`src/rtl/vec_pkg.sv`:
```
// Shared constants and state encoding for the vector memory stage.
package vec_pkg;

  localparam int NLANES     = 6;
  localparam int LANE_W     = 8;
  localparam int ADDR_W     = 16;
  localparam int RA_W       = 4;
  localparam int VEC_W      = NLANES * LANE_W;
  localparam int LANE_IDX_W = $clog2(NLANES);

  typedef enum logic [1:0] {
    IDLE      = 2'd0,
    STORE     = 2'd1,
    LOAD      = 2'd2,
    LOAD_TAIL = 2'd3
  } mem_state_t;

endpackage

```
`src/rtl/lane_sequencer.sv`:
```
// Lane counter for serialised vector memory access: current lane,
// wrap-around byte address and last-lane flag.
module lane_sequencer
  import vec_pkg::*;
(
  input  logic                  clk,
  input  logic                  rst,
  input  logic                  step,
  input  logic [ADDR_W-1:0]     base,
  output logic [LANE_IDX_W-1:0] lane,
  output logic [ADDR_W-1:0]     addr,
  output logic                  last
);

  assign last = (lane == LANE_IDX_W'(NLANES - 1));
  // Plain modular add: addresses past the top of memory wrap to zero.
  assign addr = base + ADDR_W'(lane);

  always_ff @(posedge clk or negedge rst) begin
    if (!rst) begin
      lane <= '0;
    end else if (step && !last) begin
      lane <= lane + LANE_IDX_W'(1);
    end else begin
      lane <= '0;
    end
  end

endmodule

```
`src/rtl/vec_mem_stage.sv`:
```
// Vector memory stage: serialises loads/stores over a byte-wide memory,
// one lane per cycle, and registers the completed bundle toward writeback.
module vec_mem_stage
  import vec_pkg::*;
(
  input  logic              clk,
  input  logic              rst,
  input  logic              regWriteE,
  input  logic              memToRegE,
  input  logic              memWriteE,
  input  logic              PCSrcE,
  input  logic [RA_W-1:0]   WA3E,
  input  logic [VEC_W-1:0]  aluResultE,
  input  logic [VEC_W-1:0]  writeDataE,
  output logic [ADDR_W-1:0] mem_addr,
  output logic [LANE_W-1:0] mem_wdata,
  output logic              mem_we,
  output logic              mem_re,
  input  logic [LANE_W-1:0] mem_rdata,
  output logic              stallM,
  output logic              regWriteW,
  output logic              memToRegW,
  output logic              PCSrcW,
  output logic [RA_W-1:0]   WA3W,
  output logic [VEC_W-1:0]  aluResultW,
  output logic [VEC_W-1:0]  readDataW,
  output mem_state_t        dbg_state
);

  // Upstream handshake: the E bundle is consumed on every rising edge where
  // stallM is low; while stallM is high the E inputs are ignored and the
  // producer must hold its next instruction until stallM falls.

  mem_state_t state_q, state_d;

  logic                                cap_regw, cap_m2r, cap_pcs;
  logic [RA_W-1:0]                     cap_wa3;
  logic [VEC_W-1:0]                    cap_alu;
  logic [NLANES-1:0][LANE_W-1:0]       wdata_q;
  logic [NLANES-2:0][LANE_W-1:0]       rbuf_q;

  logic                  seq_step, seq_last;
  logic [LANE_IDX_W-1:0] lane;
  logic [ADDR_W-1:0]     seq_addr;

  lane_sequencer u_seq (
    .clk  (clk),
    .rst  (rst),
    .step (seq_step),
    .base (cap_alu[ADDR_W-1:0]),
    .lane (lane),
    .addr (seq_addr),
    .last (seq_last)
  );

  assign dbg_state = state_q;

  always_ff @(posedge clk or negedge rst) begin
    if (!rst) state_q <= IDLE;
    else      state_q <= state_d;
  end

  always_comb begin
    state_d = state_q;
    case (state_q)
      IDLE: begin
        if (memWriteE)      state_d = STORE;
        else if (memToRegE) state_d = LOAD;
      end
      STORE:     if (seq_last) state_d = IDLE;
      LOAD:      if (seq_last) state_d = LOAD_TAIL;
      LOAD_TAIL: state_d = IDLE;
      default:   state_d = IDLE;
    endcase
  end

  always_comb begin
    stallM    = (state_q != IDLE);
    seq_step  = 1'b0;
    mem_we    = 1'b0;
    mem_re    = 1'b0;
    mem_addr  = '0;
    mem_wdata = '0;
    case (state_q)
      STORE: begin
        seq_step  = 1'b1;
        mem_we    = 1'b1;
        mem_addr  = seq_addr;
        mem_wdata = wdata_q[lane];
      end
      LOAD: begin
        seq_step = 1'b1;
        mem_re   = 1'b1;
        mem_addr = seq_addr;
      end
      default: ;
    endcase
  end

  // Captured bundle and load assembly buffer.
  always_ff @(posedge clk or negedge rst) begin
    if (!rst) begin
      cap_regw <= 1'b0;
      cap_m2r  <= 1'b0;
      cap_pcs  <= 1'b0;
      cap_wa3  <= '0;
      cap_alu  <= '0;
      wdata_q  <= '0;
      rbuf_q   <= '0;
    end else begin
      if (state_q == IDLE && (memWriteE || memToRegE)) begin
        cap_regw <= regWriteE;
        cap_m2r  <= memToRegE && !memWriteE;
        cap_pcs  <= PCSrcE;
        cap_wa3  <= WA3E;
        cap_alu  <= aluResultE;
        wdata_q  <= writeDataE;
      end
      // Read data lags the strobe by one cycle, so lane n lands while lane n+1 is addressed.
      if (state_q == LOAD && lane != '0) begin
        rbuf_q[lane - LANE_IDX_W'(1)] <= mem_rdata;
      end
    end
  end

  always_ff @(posedge clk or negedge rst) begin
    if (!rst) begin
      regWriteW  <= 1'b0;
      memToRegW  <= 1'b0;
      PCSrcW     <= 1'b0;
      WA3W       <= '0;
      aluResultW <= '0;
      readDataW  <= '0;
    end else begin
      case (state_q)
        IDLE: begin
          if (memWriteE || memToRegE) begin
            regWriteW <= 1'b0;
            memToRegW <= 1'b0;
            PCSrcW    <= 1'b0;
          end else begin
            regWriteW  <= regWriteE;
            memToRegW  <= 1'b0;
            PCSrcW     <= PCSrcE;
            WA3W       <= WA3E;
            aluResultW <= aluResultE;
            readDataW  <= '0;
          end
        end
        STORE: begin
          if (seq_last) begin
            regWriteW  <= cap_regw;
            memToRegW  <= 1'b0;
            PCSrcW     <= cap_pcs;
            WA3W       <= cap_wa3;
            aluResultW <= cap_alu;
            readDataW  <= '0;
          end
        end
        LOAD_TAIL: begin
          regWriteW  <= cap_regw;
          memToRegW  <= cap_m2r;
          PCSrcW     <= cap_pcs;
          WA3W       <= cap_wa3;
          aluResultW <= cap_alu;
          readDataW  <= {mem_rdata, rbuf_q};
        end
        default: ;
      endcase
    end
  end

endmodule

```
`config.mk`:
```
export PLATFORM = sky130hd
export DESIGN_NAME = vec_mem_stage
export DESIGN_NICKNAME = d
export VERILOG_FILES = /design/src/rtl/vec_pkg.sv /design/src/rtl/lane_sequencer.sv /design/src/rtl/vec_mem_stage.sv
export SDC_FILE = /design/constraint.sdc
export NUM_CORES = 1
export LEC_CHECK = 0
export CAP_MARGIN = 15
export CORE_MARGIN = 2
export CORE_UTILIZATION = 45
export DETAILED_ROUTE_END_ITERATION = 16
export PLACE_DENSITY = 0.77
export REMOVE_ABC_BUFFERS = 1
export SLEW_MARGIN = 20
export SYNTH_ARGS = -nofsm -noshare
export SYNTH_HDL_FRONTEND = slang
export SYNTH_HIERARCHICAL = 1
export SYNTH_SLANG_ARGS = --single-unit
```
`constraint.sdc`:
```
create_clock -name clk -period 4.2 [get_ports clk]
set_clock_uncertainty 0.05 [all_clocks]
set_input_delay 0.84 -clock clk [delete_from_list [all_inputs] [get_ports clk]]
set_output_delay 0.84 -clock clk [all_outputs]
set_load 0.005 [all_outputs]
```
==> results of run 1 <==
-- power breakdown --
| part | switching (mW) | internal [mW] |
|---|---|---|
| sequential | 0.635 | 3.50 |
| combinational | 2.25 | 2.70 |
| clock | 0.974 | 1.80 |
| total | 3.86 | 7.99 |
-- metal layers --
layer	routed length (µm)	vias to the layer above	track usage
li1	-	3907	-
met3	2210	35	0.0637
met4	436	0	0.0447
met2	12700	204	0.341
met1	11600	3969	0.264
met5	0	-	0
-- Yosys cell counts (all sizes together), types with 4 or more instances --
cell / count / share of area
o21ai: 11 / 0.0049
xor2: 4 / 0.0031
clkbuf: 34 / 0.011
nand2: 363 / 0.12
mux2: 148 / 0.15
mux2i: 73 / 0.064
a21oi: 4 / 0.0021
nor2: 7 / 0.0025
and2: 18 / 0.0099
nand3: 4 / 0.0018
dfrtp: 251 / 0.55
o22a: 8 / 0.0062
ha: 12 / 0.013
xnor2: 10 / 0.0077
inv: 56 / 0.019
buf: 19 / 0.0074
-- critical path: stages (launching register included) --
cell             delay [ns]
dfrtp_2                0.40
ha_1                   0.24
fa_1                   0.42
a21o_1                 0.21
and3_2                 0.25
and4_2                 0.24
xor2_1                 0.14
and2_1                 0.14
clkdlybuf4s50_1        0.49
-- kinds of logic after synthesis --
| kind of cell | after synthesis |
|---|---|
| mux | 221 |
| xor+xnor | 14 |
| flops | 251 |
| buf+inv | 109 |
| compound gates | 36 |
| fa+ha+maj | 13 |
| simple gates | 412 |
-- flip-flops by register name (all words and copies together), names as in the netlist, 2 cells and up --
name / flops
wdata_q: 48
u_seq/lane: 3
dbg_state: 2
WA3W: 4
rbuf_q: 40
cap_alu: 48
aluResultW: 48
readDataW: 48
cap_wa3: 4
-- final timing paths --
path | from | end | slack (ns) | cells past startpoint
setup / recovery | u_seq/lane[0] | mem_addr[8] | 0.25 | 8
hold / removal | rst | aluResultW[31] | 0.29 | 1
setup reg to reg | u_seq/lane[0] | rbuf_q[18] | 1.05 | 6
hold reg to reg | cap_wa3[3] | cap_wa3[3] | 0.42 | 2
max in group asynchronous | rst | aluResultW[33] | 2.92 | 2
min in group clk | cap_wa3[3] | cap_wa3[3] | 0.42 | 2
-- final cells by class --
type,count,share of cell area
repair buffers,256,0.170
multi-input cells,696,0.307
clock buffers,41,0.0571
inverters,56,0.0138
flip-flops and latches,251,0.412
clock inverters,10,0.0134
well taps,330,0.0271
-- per-stage QoR --
| stage | hold WS, ns | total power, mW | instances | worst slack, ns | utilization |
|---|---|---|---|---|---|
| after detailed placement | 0.411 | 9.17 | 1589 | 0.819 | 0.568 |
| after global placement | 0.404 | 9.01 | 1589 | 0.846 | 0.568 |
| final | 0.292 | 11.9 | 1640 | 0.249 | 0.611 |
| after CTS | 0.331 | 12.0 | 1640 | 0.226 | 0.611 |
| after global routing | 0.361 | 12.7 | 1640 | 0.0980 | 0.611 |
| after floorplan | 0.392 | 6.85 | 1003 | -7.47 | - |
==> results.yml, run 1 <==
logic_synthesis:
  synth_compound_area_frac: 0.0246
  ys_ff_latch: 251
  synth.area.mux_share: 0.211
  synth_cell_types: 45
  synth_edf_count: 0
  synth.yosys.warnings: 6
  async_reset_ff_frac: 1.00
  synth_top_family_by_area: "multiplexers"
  synth_xor_area_frac: 0.0108
  synth-seq-area-share: 0.553
  synthFlopType: "dfrtp_1"
  syn_inst: 1056
  synthAdderAreaFrac: 0.0150
  synthSimpleGateAreaFrac: 0.148
  syn_avg_cell_area_um2: 10.7
  netlist_area_um2: 11300
detailed_routing:
  final_antenna_net_count: 0
  wl_um: 26900
  num_vias: 8115
  drc: 0
  drt_iter0_markers: 455
  vias_per_cell: 4.95
  avgRoutedWirePerCell_um: 16.4
  first_pass_iters: 4
die:
  die_w_um: 163
  rows: 58
  coreArea_um2: 25000
  start_util: 0.455
  ios: 246
  die_area_um2: 26500
  die_h_um: 163
sta:
  maxSlewViolCount: 0
  rsz0062_at_grt: "no"
  fin_crit_sh: 0.941
  final_hold_viol_count: 0
  setup_viol: 0
  final.setup.tns_ns: 0
  fin_crit_ns: 3.95
  worst_slew_pin_slew_ns: 1.11
  slew_headroom: 0.258
  fmax_ghz: 0.253
cts:
  cts_root_buffer: "clkbuf_16"
  cts_tree: "done"
  cts_buffers: 28
  clk_latency_ns: 0.53
  cts_setup_buffers: 0
  cts_sinks: 251
  htreeDepth: 1
  cts.path.max_buffers: 3
  path_clk_slew_ns: 0.06
  cts_resized: 0
  hold_buffers: 0
placement:
  place_area_um2: 14200
  place_hpwl_um: 17600
  gp_congestion: 0.801
  port-buffer-count: 245
pwr:
  power_density_nw_per_um2: 777
  p_leak_nw: 7.00
  vdd_ir_drop_max_mv: 0.708
cells_and_area:
  syn2layout_area_growth_pct: 34.4
  fillerInstances: 2024
  mostFrequentLayoutCell: "nand2_1"
  seq_area_um2: 6280
  multi_input_area_um2: 4680
  num_antenna_cells: 0
  layout_common_cells: "nand2_1 (363), dfrtp_1 (250), clkdlybuf4s50_1 (244)"
  layout-drive-gt1-share: 0.173
  finalInstanceArea_um2: 15300
  nets: 1416
outcome:
  status: "finished, final reports clean"
worst_setup_path:
  worst_setup_path_end_kind: "primary output"
  critPathArrivalTime_ns: 3.06
  crit_required_ns: 3.31
  cp_max_fo: 5
  crit_type: "flip-flop to primary output"
  critPathLaunchType: "flip-flop"
global_routing:
  grt_pass1_wl_um: 43600
  grt_max_degree: 106
  grt.total_usage: 0.205
  antenna_found_initial: 0
  grt-ovfl-total: 0
  grt_pass1_vias: 8473
min_path:
  hold_path_class: "input port to async pin"
job:
  maxCapViolations: 0
Power figures use the tool's default switching activity.
==> run 2, diff against run 1 <==
--- a/config.mk
+++ b/config.mk
@@ -6,7 +6,6 @@
 export NUM_CORES = 1
 export LEC_CHECK = 0
 export CAP_MARGIN = 15
-export CORE_MARGIN = 2
 export CORE_UTILIZATION = 45
 export DETAILED_ROUTE_END_ITERATION = 16
 export PLACE_DENSITY = 0.77
==> results.yml, run 2 (synthesis gave the netlist of run 1 again) <==
global_routing:
  grt_pass1_wl_um: 44300
  grt_pass1_vias: 8342
  grt-ovfl-total: 0
  grt.total_usage: 0.214
  antenna_found_initial: 0
  grt_max_degree: 105
sta:
  setup_viol: 0
  worst_slew_pin_slew_ns: 1.05
  fmax_ghz: 0.254
  worst_hold_slack_ns: 0.316
  fin_crit_sh: 0.939
  slew_headroom: 0.301
  final.setup.tns_ns: 0
  maxSlewViolCount: 0
  final_hold_viol_count: 0
  rsz0062_at_grt: "no"
  fin_crit_ns: 3.94
worst_setup_path:
  cp_max_fo: 5
  critPathLaunchType: "flip-flop"
  critPathArrivalTime_ns: 3.05
  worst_setup_path_end_kind: "primary output"
  crit_type: "flip-flop to primary output"
  crit_required_ns: 3.31
die:
  ios: 246
  rows: 57
  die_h_um: 161
  die_area_um2: 25900
  coreArea_um2: 24500
  die_w_um: 161
  start_util: 0.463
min_path:
  hold_path_class: "input port to async pin"
placement:
  port-buffer-count: 245
  place_hpwl_um: 17600
  place_area_um2: 14200
  gp_congestion: 0.786
cts:
  cts_buffers: 27
  htreeDepth: 1
  cts_root_buffer: "clkbuf_16"
  cts.path.max_buffers: 3
  clk_latency_ns: 0.52
  cts_sinks: 251
  cts_tree: "done"
  hold_buffers: 0
  cts_setup_buffers: 0
  cts_resized: 0
  path_clk_slew_ns: 0.06
outcome:
  status: "finished, final reports clean"
pwr:
  p_total_mw: 11.5
  p_leak_nw: 6.92
  vdd_ir_drop_max_mv: 0.624
  power_density_nw_per_um2: 763
detailed_routing:
  wl_um: 27200
  num_vias: 8128
  vias_per_cell: 4.99
  drt_iter0_markers: 412
  avgRoutedWirePerCell_um: 16.7
  drc: 0
  final_antenna_net_count: 0
  first_pass_iters: 5
cells_and_area:
  mostFrequentLayoutCell: "nand2_1"
  post-route-util: 0.614
  num_antenna_cells: 0
  multi_input_area_um2: 4690
  layout_common_cells: "nand2_1 (363), dfrtp_1 (250), clkdlybuf4s50_1 (244)"
  fillerInstances: 1995
  syn2layout_area_growth_pct: 32.8
  seq_area_um2: 6280
  nets: 1415
  layout-drive-gt1-share: 0.169
  finalInstanceArea_um2: 15100
job:
  maxCapViolations: 0
[run 2: changes by cell type in the layout (fill, tap and decap cells not counted), sizes merged]
cell | previous run | this run
inv | 56 | 57
clkbuf | 41 | 40
bufinv | 6 | 2
[run 2: power by group]
part	internal (mW)	leakage, nW	total, mW	switching, mW
clock network	1.45	0.451	2.39	0.934
logic	2.70	3.31	4.97	2.27
registers	3.50	3.16	4.14	0.636
[run 2: cell type report]
| cell class | instances | share of cell area |
|---|---|---|
| flip-flops and latches | 251 | 0.417 |
| clock inverters | 7 | 0.00589 |
| inverters | 56 | 0.0139 |
| multi-input cells | 696 | 0.311 |
| clock buffers | 40 | 0.0540 |
| repair buffers | 256 | 0.171 |
| well taps | 324 | 0.0269 |
[run 2: path summary, 6_finish.rpt]
kind / depth (start not counted) / end / from / slack [ns]
worst max register to register: 6 / rbuf_q[22] / u_seq/lane[0] / 1.08
worst max-delay path: 8 / mem_addr[8] / u_seq/lane[0] / 0.26
worst min register to register: 2 / cap_alu[18] / cap_alu[18] / 0.42
max in group asynchronous: 2 / wdata_q[30] / rst / 2.70
worst min-delay path: 1 / WA3W[0] / rst / 0.32
min in group clk: 2 / cap_alu[18] / cap_alu[18] / 0.42
[run 2: metal layers]
| metal | GRT usage | wire length [µm] |
|---|---|---|
| met3 | 0.0612 | 2130 |
| met4 | 0.0510 | 531 |
| met5 | 0 | 0 |
| met1 | 0.277 | 11800 |
| met2 | 0.356 | 12800 |
[run 2: worst max-delay path: stages, from the launching register on]
cell and delay, ns:
dfrtp_2 0.40, ha_1 0.24, fa_1 0.41, a21o_1 0.20
and3_2 0.26, and4_2 0.25, xor2_1 0.13, and2_1 0.14
clkdlybuf4s50_1 0.49
[run 2: stage by stage]
| stage | cells | worst slack, ns |
|---|---|---|
| 5_1_grt | 1630 | 0.101 |
| 4_1_cts | 1630 | 0.226 |
| 3_5_place_dp | 1583 | 0.808 |
| 3_3_place_gp | 1583 | 0.832 |
| 2_1_floorplan | 1003 | -7.47 |
| 6_report | 1630 | 0.258 |
